===== src/rtl/host_key_decoder.sv =====
// rtl/host_key_decoder.sv - PS/2 set-2 scan-code decoder producing held-key movement levels
module host_key_decoder #(
  parameter logic [7:0] KEY_LEFT  = 8'h1C,
  parameter logic [7:0] KEY_RIGHT = 8'h23,
  parameter logic [7:0] KEY_JUMP  = 8'h1D,
  parameter logic [7:0] KEY_RESET = 8'h2D,
  parameter logic [7:0] EXT_LEFT  = 8'h6B,
  parameter logic [7:0] EXT_RIGHT = 8'h74,
  parameter logic [7:0] EXT_JUMP  = 8'h75
) (
  input  logic       clk,
  input  logic       rst,
  input  logic [7:0] key_code,
  input  logic       key_valid,
  output logic       left,
  output logic       right,
  output logic       jump,
  output logic       reset
);

  localparam logic [7:0] CODE_BREAK = 8'hF0;
  localparam logic [7:0] CODE_EXT   = 8'hE0;

  typedef enum logic [1:0] {
    ST_IDLE      = 2'd0,
    ST_BREAK     = 2'd1,
    ST_EXT       = 2'd2,
    ST_EXT_BREAK = 2'd3
  } state_t;

  state_t r_state;
  state_t w_state_nxt;

  logic r_hold_left, r_hold_right, r_hold_jump, r_hold_reset;
  logic r_hold_ext_left, r_hold_ext_right, r_hold_ext_jump;

  logic w_hold_left_nxt, w_hold_right_nxt, w_hold_jump_nxt, w_hold_reset_nxt;
  logic w_hold_ext_left_nxt, w_hold_ext_right_nxt, w_hold_ext_jump_nxt;

  // A final byte either updates a non-extended flag or an extended flag, to w_upd_val.
  logic w_std_upd;
  logic w_ext_upd;
  logic w_upd_val;

  always_comb begin
    w_state_nxt = r_state;
    w_std_upd   = 1'b0;
    w_ext_upd   = 1'b0;
    w_upd_val   = 1'b0;
    if (key_valid) begin
      case (r_state)
        ST_IDLE: begin
          if (key_code == CODE_BREAK) begin
            w_state_nxt = ST_BREAK;
          end else if (key_code == CODE_EXT) begin
            w_state_nxt = ST_EXT;
          end else begin
            w_std_upd = 1'b1;
            w_upd_val = 1'b1;
          end
        end
        ST_BREAK: begin
          if (key_code == CODE_EXT) begin
            w_state_nxt = ST_EXT_BREAK;
          end else if (key_code != CODE_BREAK) begin
            w_std_upd   = 1'b1;
            w_state_nxt = ST_IDLE;
          end
        end
        ST_EXT: begin
          if (key_code == CODE_BREAK) begin
            w_state_nxt = ST_EXT_BREAK;
          end else if (key_code != CODE_EXT) begin
            w_ext_upd   = 1'b1;
            w_upd_val   = 1'b1;
            w_state_nxt = ST_IDLE;
          end
        end
        ST_EXT_BREAK: begin
          if ((key_code != CODE_EXT) && (key_code != CODE_BREAK)) begin
            w_ext_upd   = 1'b1;
            w_state_nxt = ST_IDLE;
          end
        end
        default: w_state_nxt = ST_IDLE;
      endcase
    end
  end

  // Unmapped codes fall through every comparison and leave all flags untouched.
  always_comb begin
    w_hold_left_nxt      = r_hold_left;
    w_hold_right_nxt     = r_hold_right;
    w_hold_jump_nxt      = r_hold_jump;
    w_hold_reset_nxt     = r_hold_reset;
    w_hold_ext_left_nxt  = r_hold_ext_left;
    w_hold_ext_right_nxt = r_hold_ext_right;
    w_hold_ext_jump_nxt  = r_hold_ext_jump;
    if (w_std_upd) begin
      if (key_code == KEY_LEFT)  w_hold_left_nxt  = w_upd_val;
      if (key_code == KEY_RIGHT) w_hold_right_nxt = w_upd_val;
      if (key_code == KEY_JUMP)  w_hold_jump_nxt  = w_upd_val;
      if (key_code == KEY_RESET) w_hold_reset_nxt = w_upd_val;
    end
    if (w_ext_upd) begin
      if (key_code == EXT_LEFT)  w_hold_ext_left_nxt  = w_upd_val;
      if (key_code == EXT_RIGHT) w_hold_ext_right_nxt = w_upd_val;
      if (key_code == EXT_JUMP)  w_hold_ext_jump_nxt  = w_upd_val;
    end
  end

  always_ff @(posedge clk) begin
    if (rst) begin
      r_state          <= ST_IDLE;
      r_hold_left      <= 1'b0;
      r_hold_right     <= 1'b0;
      r_hold_jump      <= 1'b0;
      r_hold_reset     <= 1'b0;
      r_hold_ext_left  <= 1'b0;
      r_hold_ext_right <= 1'b0;
      r_hold_ext_jump  <= 1'b0;
    end else begin
      r_state          <= w_state_nxt;
      r_hold_left      <= w_hold_left_nxt;
      r_hold_right     <= w_hold_right_nxt;
      r_hold_jump      <= w_hold_jump_nxt;
      r_hold_reset     <= w_hold_reset_nxt;
      r_hold_ext_left  <= w_hold_ext_left_nxt;
      r_hold_ext_right <= w_hold_ext_right_nxt;
      r_hold_ext_jump  <= w_hold_ext_jump_nxt;
    end
  end

  // Outputs lag the flags by one register stage.
  always_ff @(posedge clk) begin
    if (rst) begin
      left  <= 1'b0;
      right <= 1'b0;
      jump  <= 1'b0;
      reset <= 1'b0;
    end else begin
      left  <= r_hold_left  | r_hold_ext_left;
      right <= r_hold_right | r_hold_ext_right;
      jump  <= r_hold_jump  | r_hold_ext_jump;
      reset <= r_hold_reset;
    end
  end

endmodule

===== config.mk =====
export PLATFORM = sky130hd
export DESIGN_NAME = host_key_decoder
export DESIGN_NICKNAME = d
export VERILOG_FILES = /design/src/rtl/host_key_decoder.sv
export SDC_FILE = /design/constraint.sdc
export NUM_CORES = 1
export LEC_CHECK = 0
export BUFFER_PORTS_ARGS = -buffer_cell sky130_fd_sc_hd__buf_2
export CAP_MARGIN = 30
export CORE_UTILIZATION = 25
export DETAILED_ROUTE_END_ITERATION = 16
export MAX_ROUTING_LAYER = met4
export SYNTH_ARGS = -nofsm -noshare
export SYNTH_HDL_FRONTEND = slang
export SYNTH_SLANG_ARGS = --single-unit

===== constraint.sdc =====
create_clock -name clk -period 2.7 [get_ports clk]
set_clock_uncertainty 0.15 [all_clocks]
set_input_delay 0.405 -clock clk [delete_from_list [all_inputs] [get_ports clk]]
set_output_delay 0.405 -clock clk [all_outputs]
set_load 0.02 [all_outputs]

==> impl_metrics.env <==
export IMPL_cp_max_fo=6
export IMPL_largest_reg_flops=2
export IMPL_reg2reg_from="r_state[1]$_SDFFE_PP0P_"
export IMPL_p_switching_mw=0.0847
export IMPL_min_path_type="input port to register"
export IMPL_fmax_mhz=663
export IMPL_placementRows=17
export IMPL_holdBufCountCts=0
export IMPL_drt_initial_drc_count=4
export IMPL_cts_sinks=13
export IMPL_grt_max_degree=13
export IMPL_insertion_delay_ns=0.27
export IMPL_cp_startpoint="r_state[1]$_SDFFE_PP0P_"
export IMPL_fin_crit_ns=1.51
export IMPL_crit_path_cell_trace="nor4b_1, nor4bb_1, mux2i_1"
export IMPL_area_delta_synth_final_pct=19.6
export IMPL_track_usage_pct=11.3
export IMPL_core_area_um2=2230
export IMPL_grt_ovfl_total=0
export IMPL_cp_data_required_time_ns=2.76
export IMPL_grt_pass1_vias=474
export IMPL_path_class="register to register"
export IMPL_cap_viol_max_count=0
export IMPL_cts_resized=0
export IMPL_path_buf_inv=0
export IMPL_holdWs_ns=0.292
export IMPL_synth_cells=62
export IMPL_yosysWarningCount=0
export IMPL_crit_family="simple AND/OR/NAND/NOR gates"
export IMPL_dp_hpwl_um=962
export IMPL_slowest_delay_ns=0.38
export IMPL_cts_made_buffers=3
export IMPL_cts_max_path_buffers=2
export IMPL_r2r_end="r_hold_right$_SDFFE_PP0P_"
export IMPL_ios=15
export IMPL_worstHoldPathCells=2
export IMPL_die_x_um=50.7
export IMPL_tightest_slew_ns=0.465
export IMPL_r2r_slack_ns=1.19
export IMPL_max_vdd_ir_drop_v=0.000213
export IMPL_htree_levels=1
export IMPL_finalHoldViolCount=0
export IMPL_finalSetupViolations=0
export IMPL_maxSlewViolCount=0
export IMPL_regMostFlops="r_state"
export IMPL_cts_tree="yes"
export IMPL_ys_types=25
export IMPL_status="complete, no violations"
export IMPL_chipHeight_um=50.7
export IMPL_die_area_um2=2570
export IMPL_post_cts_setup_buffer_count=0
export IMPL_syn_area_per_cell_um2=9.57
export IMPL_drive_gt1_share_pct=25.6
export IMPL_antenna_found_initial=0
export IMPL_num_vias=533
export IMPL_antenna_left=0
export IMPL_final_setup_worst_slack_ns=1.19
export IMPL_clk_pin_slew_ns=0.08
export IMPL_switching_share_pct=24.2
export IMPL_gp_congestion=0.779
export IMPL_grt_pass1_wl_mm=2.08
export IMPL_num_antenna_cells=0
export IMPL_maxSlewHeadroom_pct=68.9
export IMPL_slowest_stage="dfxtp_1"
export IMPL_hold_end="left$_SDFF_PP0_"
export IMPL_viasPerCell=5.03
export IMPL_rr_worst_depth=3
export IMPL_hold_start="rst"
export IMPL_fin_crit_sh_pct=55.9
export IMPL_drc=0
export IMPL_start_kind="register"
export IMPL_clockRootBuffer="clkbuf_4"
export IMPL_p_clk_share_pct=34.3
export IMPL_setup_tns_ns=0
export IMPL_place_ws_ns=0.939
export IMPL_ys_ff_latch=13
export IMPL_initial_core_util_pct=26.6
export IMPL_routedWlPerCell_um=11.6
export IMPL_drt_pass1_iter_count=4
export IMPL_ys_seq_area_share_pct=43.9
export IMPL_synth_area_um2=593
export IMPL_portBuffers=14
export IMPL_cp_arrival_ns=1.56
export IMPL_rsz0062_at_grt="no"
export IMPL_synth_fp_nets=73
export IMPL_seq_power_share_pct=55.6
export IMPL_power_density_nw_per_um2=493
export IMPL_comb_power_share_pct=10.0
export IMPL_p_leak_nw=0.295
export IMPL_endpoint_kind="register"
export IMPL_wirelength_mm=1.23
export IMPL_nets=90
export IMPL_internal_power_mw=0.265
==> per-layer routing <==
metal | vias up | wire length [um] | track usage (%)
li1 | 269 | - | -
met1 | 251 | 580 | 13.1
met2 | 11 | 591 | 18.2
met3 | 2 | 37 | 2.73
met4 | 0 | 22 | 5.56
met5 | - | 0 | -
==> metrics by stage <==
| step | std cells | utilization [%] | power (mW) | cell area, um2 |
|---|---|---|---|---|
| after floorplan | 62 | - | 0.218 | 593 |
| after global placement | 102 | 30.6 | 0.233 | 683 |
| after detailed placement | 102 | 30.6 | 0.234 | 683 |
| after CTS | 106 | 31.8 | 0.353 | 709 |
| after global routing | 106 | 31.8 | 0.367 | 709 |
| final | 106 | 31.8 | 0.350 | 709 |
==> worst max path at each step <==
stage | to | cells after the start
final | r_hold_right$_SDFFE_PP0P_ | 3
after global routing | r_hold_right$_SDFFE_PP0P_ | 3
after CTS | r_hold_right$_SDFFE_PP0P_ | 3
after detailed placement | r_state[1]$_SDFFE_PP0P_ | 4
after global placement | r_state[0]$_SDFFE_PP0P_ | 4
after floorplan | r_state[0]$_SDFFE_PP0P_ | 3
==> power groups by stage <==
stage	clock (mW)	sequential, mW	combinational (mW)
2_1_floorplan	0	0.199	0.0197
3_5_place_dp	0	0.199	0.0350
3_3_place_gp	0	0.199	0.0342
5_1_grt	0.133	0.195	0.0390
4_1_cts	0.124	0.195	0.0350
6_report	0.120	0.195	0.0351
==> cell families (layout without fill, tap and decap cells) <==
family	after synthesis	in the layout	share of synthesized area, %
AOI/OAI and AO/OA	13	13	16.9
and+or+nand+nor	30	30	32.1
buffers and inverters	4	20	3.80
muxes	2	2	3.38
DFF	13	13	43.9
==> synthesized netlist by cell type, drive strengths merged <==
master,count,area (um2)
dfxtp,13,260
nor2,10,37.5
a31oi,4,25.0
a41o,4,40.0
nand2,4,15.0
nor3,3,15.0
a21oi,2,10.0
and3b,2,17.5
inv,2,7.51
mux2i,2,20.0
nor4b,2,23.8
or4b,2,20.0
and4b,1,11.3
buf,1,11.3
clkbuf,1,3.75
nand4b,1,8.76
nand4bb,1,11.3
nor2b,1,6.26
nor3b,1,7.51
nor4bb,1,10.0
o31a,1,8.76
o31ai,1,7.51
o41ai,1,8.76
or2,1,6.26
==> layout make-up <==
class | instances | area [um2]
repair buffers | 14 | 70.1
clock buffers | 4 | 26.3
well taps | 28 | 35.0
fillers | 247 | 1520
inverters | 2 | 7.51
multi-input cells | 45 | 310
flip-flops and latches | 13 | 260
==> layout by cell type, fill, tap and decap left out, drive strengths merged <==
| cell type | count |
|---|---|
| buf | 14 |
| dfxtp | 13 |
| nor2 | 10 |
| nand2 | 4 |
| a31oi | 4 |
| a41o | 4 |
| clkbuf | 4 |
| nor3 | 3 |
| or4b | 2 |
| a21oi | 2 |
| inv | 2 |
| and3b | 2 |
| mux2i | 2 |
| nor4b | 2 |
| nor2b | 1 |
| o31a | 1 |
| nor3b | 1 |
| or2 | 1 |
| nand4bb | 1 |
| nor4bb | 1 |
| o31ai | 1 |
| o41ai | 1 |
| nand4b | 1 |
| and4b | 1 |
Power figures use the tool's default switching activity.
